### src/rtl/fp_recip_seq.sv
// Newton-Raphson reciprocal sequencer driving an external combinational MAC.
// Result after 2+2*ITER cycles; start is taken only while ready, never queued.
module fp_recip_seq #(
  parameter int ITER = 3
) (
  input  logic        clock,
  input  logic        reset,
  input  logic        start,
  input  logic [23:0] m,
  input  logic        kill,
  output logic        ready,
  output logic [26:0] mac_a,
  output logic [26:0] mac_b,
  output logic [26:0] mac_c,
  output logic        mac_op,
  input  logic [51:0] mac_d,
  output logic        valid,
  output logic [26:0] recip,
  output logic        rem_neg,
  output logic        inv
);

  localparam logic [26:0] ONE = 27'h2000000;

  typedef enum logic [2:0] {IDLE, ERR, UPD, CORR, DONE} state_t;

  state_t      state, state_nxt;
  logic [26:0] mq, y, e, y0, mac_nar;
  logic [2:0]  count, cnt_inc;
  logic        mac_lo_unused;

  assign mac_nar       = mac_d[51:25];
  assign mac_lo_unused = ^mac_d[24:0];
  assign cnt_inc       = count + 3'd1;
  assign ready         = (state == IDLE);
  assign valid         = (state == DONE);

  // Seed: 1/(1+(idx+0.5)/8) in Q2.25, idx taken from the top fraction bits.
  always_comb begin
    y0 = 27'd0;
    case (m[22:20])
      3'd0: y0 = 27'd31580641;
      3'd1: y0 = 27'd28256363;
      3'd2: y0 = 27'd25565281;
      3'd3: y0 = 27'd23342213;
      3'd4: y0 = 27'd21474836;
      3'd5: y0 = 27'd19884107;
      3'd6: y0 = 27'd18512790;
      3'd7: y0 = 27'd17318416;
      default: y0 = 27'd0;
    endcase
  end

  // Operands depend only on registered state so mac_d settles within the cycle.
  always_comb begin
    state_nxt = state;
    mac_a     = 27'd0;
    mac_b     = 27'd0;
    mac_c     = 27'd0;
    mac_op    = 1'b0;
    case (state)
      IDLE: if (start && !kill) state_nxt = m[23] ? ERR : DONE;
      ERR: begin
        mac_a     = ONE;
        mac_b     = mq;
        mac_c     = y;
        mac_op    = 1'b1;
        state_nxt = kill ? IDLE : UPD;
      end
      UPD: begin
        mac_a = y;
        mac_b = y;
        mac_c = e;
        if (kill)                     state_nxt = IDLE;
        else if (int'(cnt_inc) < ITER) state_nxt = ERR;
        else                          state_nxt = CORR;
      end
      CORR: begin
        mac_a     = ONE;
        mac_b     = mq;
        mac_c     = y;
        mac_op    = 1'b1;
        state_nxt = kill ? IDLE : DONE;
      end
      DONE:    state_nxt = IDLE;
      default: state_nxt = IDLE;
    endcase
  end

  always_ff @(posedge clock) begin
    if (reset) begin
      state   <= IDLE;
      mq      <= 27'd0;
      y       <= 27'd0;
      e       <= 27'd0;
      count   <= 3'd0;
      recip   <= 27'd0;
      rem_neg <= 1'b0;
      inv     <= 1'b0;
    end else begin
      state <= state_nxt;
      case (state)
        IDLE: begin
          if (start && !kill) begin
            if (m[23]) begin
              mq    <= {1'b0, m, 2'b00};
              y     <= y0;
              count <= 3'd0;
            end else begin
              inv     <= 1'b1;
              recip   <= 27'd0;
              rem_neg <= 1'b0;
            end
          end
        end
        ERR: if (!kill) e <= mac_nar;
        UPD: begin
          if (!kill) begin
            y     <= mac_nar;
            count <= cnt_inc;
          end
        end
        CORR: begin
          if (!kill) begin
            rem_neg <= mac_d[51];
            recip   <= y;
            inv     <= 1'b0;
          end
        end
        default: ;
      endcase
    end
  end

endmodule

### config.mk
export PLATFORM = sky130hd
export DESIGN_NAME = fp_recip_seq
export DESIGN_NICKNAME = d
export VERILOG_FILES = /design/src/rtl/fp_recip_seq.sv
export SDC_FILE = /design/constraint.sdc
export NUM_CORES = 1
export LEC_CHECK = 0
export CORE_ASPECT_RATIO = 1.4
export CORE_MARGIN = 10
export CORE_UTILIZATION = 45
export CTS_CLUSTER_DIAMETER = 50
export DETAILED_ROUTE_END_ITERATION = 12
export DONT_BUFFER_PORTS = 1
export PLACE_DENSITY = 0.64
export SYNTH_ARGS = -nofsm -noshare
export SYNTH_HDL_FRONTEND = slang
export SYNTH_SLANG_ARGS = --single-unit
### constraint.sdc
create_clock -name clock -period 1.65 [get_ports clock]
set_input_delay 0 -clock clock [delete_from_list [all_inputs] [get_ports clock]]
set_output_delay 0 -clock clock [all_outputs]
set_load 0.1 [all_outputs]
* Yosys cells after proc, flatten, opt, wreduce, memory -nomap -nowiden
Memory sizes are Yosys's and may differ from the RTL's.
Index checks and enable logic that the tools add are counted.
** Storage, ports and cells
- Bits in registers :: 113
- Latch bits :: 0
- Bits in writable memories :: 0
- Memory bits (read-only) :: 192
- Memories :: 1
** Cells by class
- Add/subtract/negate cells :: 1
- Multiply operators :: 0
- Divide/modulo/power cells :: 0
- Magnitude comparators :: 1
- Eq/ne operators :: 9
- Shifts and indexed selects :: 0
- Muxes and demuxes :: 31
- Bitwise operators :: 1
- Reduce and logical (&&, ||, !) cells :: 10
** Memories
- (no name shown) :: depth 8, bits a word 24, rd ports 1, clocked after Yosys merged registers in 0, write ports 0, RTL line 41 : case (m[22:20])
** Operator list (number)
- 27-bit one-hot mux with 2 select lines :: 5
- 27-bit two-way mux :: 6
- 3-bit two-way mux :: 6
- 3-bit one-hot mux with 4 select lines :: 1
- 2-bit != test (second input constant) :: 4
- 4-bit AND reduction :: 2
- 1-bit two-way mux :: 7
- 3-bit by 2-bit equality test with 1-bit output (second input constant) :: 2
- 2-bit two-way mux :: 3
- 3-bit one-hot mux with 2 select lines :: 1
- 1-bit one-hot mux with 2 select lines :: 2
- 2-bit nonzero test :: 2
- 3-bit by 1-bit adder with 3-bit output (second input constant) :: 1
- 3-bit by 1-bit equality test with 1-bit output (second input constant) :: 1
- 3-bit equality test (second input constant) :: 1
- 3-bit zero test :: 1
- 3-bit by 2-bit < comparator with 1-bit output (second input constant) :: 1
- 3-bit AND reduction :: 1
- 2-bit by 1-bit != test with 1-bit output (second input constant) :: 1
- 2-bit AND reduction :: 1
- 2-bit OR reduction :: 1
- 1-bit logical AND :: 1
- 1-bit zero test :: 1
- 1-bit inverter :: 1

* Longest topological paths before layout
Gate-level depths: netlist of run 1.
- Depth in word-level cells :: 5
- Gate-level depth with buffers :: 6
- Depth with buffers taken out :: 5

* Worst setup path before layout of run 1
Ideal clock, no wire load.
- Kind :: reg2out
- Start :: register state[1]
- End :: output mac_b[2]
- Arrival time :: 3.172 ns
- Required time :: 1.650 ns
- Path slack :: -1.522 ns
- Cell stages (with the launch flop) :: 7
- Buffers on the path :: 3
- Cells stage by stage :: dfxtp_1 -> buf_2 -> or3b_1 -> buf_2 -> buf_2 -> nor2_1 -> a21o_1
** On the way
- Cells in the longest elaborated chain, start to end :: 3
- Elaborated cells between the ends (all ways) :: 5
- Classes of those cells :: eq/ne (3); mux (1); reduce/logical (1)
** RTL lines
- from (decl) :: RTL line 27 : state_t state, state_nxt;
- from (signal assigned) :: RTL line 101 : state <= state_nxt;
- 3-bit by 2-bit equality test with 1-bit output / 3-bit by 1-bit equality test with 1-bit output (equally long branches) :: RTL line 61 : case (state)
- 2-bit OR reduction (no line)
- 27-bit one-hot mux with 2 select lines (*) :: RTL line 61
- to (decl) :: RTL line 13 : output logic [26:0] mac_b,
Mark *: on every way between the ends. The rest lies on a longest branch, timed or not.

* Worst setup path in the final report of run 1
- Start :: register state[0]
- End :: output mac_b[16]
The elaborated chain is that of the path after synthesis.

==> results of run 1 <==
[cells in the mapped netlist (all sizes together) (10+ instances only)]
library cell,number,area share
dfxtp,113,0.44
nand2,83,0.060
a21oi,73,0.070
clkbuf,41,0.030
a32o,29,0.056
nand3,29,0.028
a22o,28,0.047
o21ai,27,0.026
and2,26,0.031
a21o,25,0.036
buf,25,0.027
nor2,18,0.013
a311oi,13,0.022
o32ai,10,0.017
[kinds of logic (layout without fill, tap and decap cells)]
| logic type | count (synthesis) | after routing | synth area share |
|---|---|---|---|
| DFF | 113 | 113 | 0.435 |
| adders and majority gates | 8 | 8 | 0.0193 |
| buffers and inverters | 74 | 240 | 0.0631 |
| and+or+nand+nor | 190 | 190 | 0.180 |
| AOI/OAI and AO/OA | 218 | 218 | 0.294 |
| xor gates and xnor gates | 1 | 1 | 0.00169 |
| muxes | 3 | 3 | 0.00602 |
[per-stage QoR]
step                cells  utilization
finish                917        0.787
global route          917        0.787
CTS                   901        0.743
detailed placement    784        0.576
global placement      784        0.576
floorplan             607            -
[worst paths after layout]
path | from | endpoint | slack [ps] | cells after the start
setup / recovery | state[0] | mac_b[16] | -290 | 7
setup reg to reg | state[0] | recip[14] | -270 | 5
hold reg to reg | e[16] | e[16] | 460 | 2
hold / removal | m[22] | y[14] | -30 | 3
[critical path, cell delays in order, from the launching register on]
cell and delay (ps):
dfxtp_2 320, buf_6 130, nor3b_4 190, buf_4 170, buf_12 140, buf_6 110
and2_4 180, a21o_4 270
[registers in the layout, summed over array words and instances, names as in the netlist]
register / count
count: 3
e: 27
inv: 1
mq: 24
recip: 27
rem_neg: 1
state: 3
y: 27
[what timing repair did]
item / in CTS / in global routing
setup buffers: 20 / 8
endpoints found under the setup margin: 123 / 182
cloned: 7 / 10
gates resized for setup: 96 / 70
pin swaps: 20 / 46
endpoints found under the hold margin: 86 / 0
hold buffers: 58 / 0
[routing by layer]
metal,vias to the layer above,GRT usage,wire length [um]
li1,2519,-,-
met1,2837,0.280,8490
met2,354,0.418,11800
met3,61,0.0778,1960
met4,0,0.0836,674
met5,-,0,0
[final cells by class]
type	instances	area (um^2)	area share
well taps	144	180	0.0202
inverters	8	35.0	0.00393
repair buffers	200	2590	0.291
clock buffers	21	470	0.0527
flip-flops and latches	113	2270	0.254
clock inverters	11	183	0.0205
multi-input cells	420	3190	0.358
[report_power, final]
part	switching, W	leakage [nW]	internal (W)
Sequential	0.0000723	0.916	0.00279
Clock	0.00130	0.323	0.00278
Combinational	0.000446	2.36	0.000332
==> summary.md, run 1 <==
| Metric | Value |
|---|---|
| Status | `finished with violations` |
| Failing checks | `negative hold slack, negative setup slack` |
| Most common cell after layout, fill and taps aside | `dfxtp_1` |
| Die Span X | `111 um` |
| Ys flop type | `dfxtp_1` |
| Tot Pwr | `0.00772 W` |
| GP Congestion | `0.849` |
| P_leak | `3.59 nW` |
| Fin area | `0.00892 mm^2` |
| Worst EP arrival | `1940 ps` |
| Tmin final | `1940 ps` |
| Fillers | `652` |
| Clk_skew | `6.71 ps` |
| Hold crit path type | `input port to flop` |
| YS warnings | `0` |
| Netlist Area Pre-Place | `0.00519 mm^2` |
| Crit path kind | `flop to output port` |
| Clock Path Buffers | `2` |
| Area Overhead vs Synth | `71.7%` |
| CTS tree | `built` |
| DRT iter0 DRCs | `432` |
| DP Wirelength | `12.9 mm` |
| Row count | `46` |
| CP startpoint kind | `flop` |
| Final slew viol count | `0` |
| Antenna violations before repair | `0` |
| Total wire length | `23.0 mm` |
| CTS Sinks | `113` |
| Setup Viol. Count Final | `146` |
| Worst slew margin | `0.403` |
| Num CTS Buffers | `17` |
| Max IR drop VDD | `0.000854 V` |
| Most frequent cells in the layout | `110 x dfxtp_1, 83 x nand2_1, 70 x a21oi_1` |
| Boundary pin count | `193` |
| Starting Density | `0.458` |
| Crit path capture type | `output port` |
| RSZ-0062 raised after global routing | `yes` |
| FMAX | `516 MHz` |
| Cells after Synth | `607` |
| Dpl cell area | `0.00653 mm^2` |
| Net Count, Synth | `695` |
| CTS clk-pin slew, worst paths | `60 ps` |
| Fin Hold WS | `-25.6 ps` |
| Power per standard cell area | `866 mW/mm^2` |
| Setup TNS | `-21370 ps` |
| FFs w/ async S/R, synth | `0` |
| Port bufs | `0` |
| Syn_area_per_cell | `8.56 um^2` |
| Synth unique cells | `44` |
| # diodes | `0` |
| Core ar. | `0.0113 mm^2` |
| Antenna-violating nets left | `0` |
| Via count | `5771` |
| Setup ws final | `-287 ps` |
| Final Cycle Share | `1.17` |
| Nets@finish | `848` |
| Drt first pass iters | `5` |
| Vias per inst | `6.29` |
| Final Hold Viols | `1` |
| Grt total ovfl | `0` |
| Die ar. | `0.0163 mm^2` |
| DP Worst Slack | `-79.9 ps` |
| Vias in the first global route | `5726` |
| Die H | `147 um` |
| Largest net degree at the start of global routing | `76` |
| Post-synth EDFFs | `0` |
| Routed len/inst | `25.0 um` |
| Htree depth | `4` |
| First-pass GRT wire length | `32.5 mm` |
| DRC Markers | `0` |
| Worst-margin pin slew | `893 ps` |
| Critical-path maximum fanout | `8` |
| Register area share after synthesis | `0.435` |
| Clock root cell | `clkbuf_16` |
| Critical Path RT | `1650 ps` |
| Max-cap violations | `0` |
| FF+latch count, synth | `113` |
| Clk_lat worst skew | `420 ps` |
| Layout cell share with drive strength beyond 1 | `0.362` |
| Global Route Usage Sum | `0.245` |
Note: power is estimated with default switching activity, not from simulation.
==> run 2, diff against run 1 <==
--- a/config.mk
+++ b/config.mk
@@ -11,7 +11,7 @@
 export CTS_CLUSTER_DIAMETER = 50
 export DETAILED_ROUTE_END_ITERATION = 12
 export DONT_BUFFER_PORTS = 1
-export PLACE_DENSITY = 0.64
+export PLACE_DENSITY_LB_ADDON = 0.3
 export SYNTH_ARGS = -nofsm -noshare
 export SYNTH_HDL_FRONTEND = slang
 export SYNTH_SLANG_ARGS = --single-unit
==> summary.md, run 2 (synthesis gave the netlist of run 1 again) <==
| Metric | Value |
|---|---|
| GP Congestion | `0.876` |
| Die H | `147 um` |
| Global Route Usage Sum | `0.257` |
| DP Worst Slack | `-64.6 ps` |
| Critical-path cell list | `buf_6 > nor3b_4 > buf_6 > buf_6 > buf_16 > a22o_4` |
| Slowest CP cell | `dfxtp_2` |
| Non-filler instance count after layout | `905` |
| First-pass GRT wire length | `33.9 mm` |
| Tmin final | `1910 ps` |
| Clock root cell | `clkbuf_16` |
| Htree depth | `4` |
| Routed len/inst | `25.0 um` |
| FMAX | `523 MHz` |
| Final slew viol count | `0` |
| Worst path max stage delay | `360 ps` |
| Die ar. | `0.0163 mm^2` |
| Starting Density | `0.458` |
| Vias in the first global route | `5825` |
| CP startpoint kind | `flop` |
| Antenna violations before repair | `0` |
| Row count | `46` |
| DRC Markers | `0` |
| Nets@finish | `836` |
| Die Span X | `111 um` |
| Antenna-violating nets left | `0` |
| Largest net degree at the start of global routing | `75` |
| Layout cell share with drive strength beyond 1 | `0.371` |
| Clock power share | `0.526` |
| Seq pwr share | `0.380` |
| Failing checks | `negative setup slack` |
| CP Launch Point | `state[1]` |
| DP Wirelength | `13.1 mm` |
| RSZ-0062 raised after global routing | `yes` |
| Most common cell after layout, fill and taps aside | `dfxtp_1` |
| Most used cell, CP | `buf_6` |
| Int Pwr | `0.00575 W` |
| Boundary pin count | `193` |
| Critical Path RT | `1650 ps` |
| CTS clk-pin slew, worst paths | `50 ps` |
| Clock Path Buffers | `2` |
| Worst slew margin | `0.514` |
| CTS Sinks | `113` |
| Setup ws final | `-261 ps` |
| Worst r2r src | `state[1]` |
| Crit path capture type | `output port` |
| Crit path kind | `flop to output port` |
| Power per standard cell area | `862 mW/mm^2` |
| Fin area | `0.00876 mm^2` |
| Cell count of the worst reg-to-reg path | `8` |
| P_leak | `3.50 nW` |
| Comb power frac | `0.094` |
| Max IR drop VDD | `0.000662 V` |
| Largest registers | `e: 27 flops, recip: 27 flops, y: 27 flops` |
| Status | `finished with violations` |
| DRT iter0 DRCs | `724` |
| R2R setup slack | `-210 ps` |
| Worst-margin pin slew | `727 ps` |
| Num CTS Buffers | `17` |
| Vias per inst | `6.42` |
| Total wire length | `22.6 mm` |
| Setup Viol. Count Final | `152` |
| Final Cycle Share | `1.16` |
| Fillers | `624` |
| Critical-path maximum fanout | `8` |
| Sw frac | `0.238` |
| Most frequent cells in the layout | `110 x dfxtp_1, 81 x nand2_1, 72 x a21oi_1` |
| Clk_skew | `6.56 ps` |
| # diodes | `0` |
| Grt total ovfl | `0` |
| Worst EP arrival | `1910 ps` |
| Cells after DPL | `785` |
| Area Overhead vs Synth | `68.6%` |
| CP endpoint | `mac_c[12]` |
| Clk_lat worst skew | `410 ps` |
| Hold crit path type | `input port to flop` |
| Core ar. | `0.0113 mm^2` |
| Drt first pass iters | `7` |
| Via count | `5810` |
| Switch Pwr | `0.00180 W` |
| Max-cap violations | `0` |
| Dpl cell area | `0.00653 mm^2` |
| Port bufs | `0` |
| Final Hold Viols | `0` |
| CTS tree | `built` |
| Reg2reg end | `state[1]` |
[run 2: metrics by stage]
stage | utilization | hold slack (ps) | power, W | TNS, ps
2_1_floorplan | - | 126 | 0.00325 | -2850
3_3_place_gp | 0.576 | 79.6 | 0.00333 | -700
3_5_place_dp | 0.576 | 81.8 | 0.00335 | -968
4_1_cts | 0.754 | 15.7 | 0.00749 | -16960
5_1_grt | 0.772 | 14.3 | 0.00773 | -27300
6_report | 0.772 | 13.6 | 0.00755 | -21880
[run 2: final cells by class]
cell class              count  area, um^2  area share
multi-input cells         420        3270       0.374
flip-flops and latches    113        2270       0.259
clock inverters             9         153      0.0174
repair buffers            188        2360       0.270
well taps                 144         180      0.0206
inverters                   8        30.0     0.00343
clock buffers              23         488      0.0557
[run 2: worst min path at each step]
stage	start	to	cells past startpoint
floorplan	mac_d[51]	rem_neg	1
global placement	reset	mq[15]	1
detailed placement	reset	mq[16]	1
CTS	kill	inv	3
global route	kill	y[19]	4
finish	kill	y[19]	4
[run 2: what timing repair did]
action	in CTS	in global routing
endpoints found under the hold margin	85	0
endpoints found under the setup margin	118	162
pin swaps	35	18
gates resized for setup	115	51
buffers inserted	18	11
gates cloned	8	0
hold buffers	55	0
[run 2: power groups by stage]
stage                     Clock [W]  Combinational [W]  Sequential, W
after floorplan                   0           0.000352        0.00290
after global placement            0           0.000423        0.00291
after detailed placement          0           0.000433        0.00291
after CTS                   0.00397           0.000651        0.00286
after global routing        0.00411           0.000741        0.00287
final                       0.00397           0.000710        0.00287
[run 2: per-layer routing]
| layer | vias to the layer above | track usage | part of all wire | wire length (um) |
|---|---|---|---|---|
| met5 | - | 0 | 0 | 0 |
| met4 | 0 | 0.136 | 0.044 | 998 |
| met3 | 86 | 0.0750 | 0.091 | 2050 |
| met2 | 387 | 0.440 | 0.50 | 11400 |
| met1 | 2828 | 0.280 | 0.36 | 8170 |
| li1 | 2509 | - | - | - |
[run 2: critical path, delay by kind of cell (launching register included)]
family          cells  cell delay, ps
buf+inv             4             590
flops               1             360
compound gates      1             320
simple gates        1             220
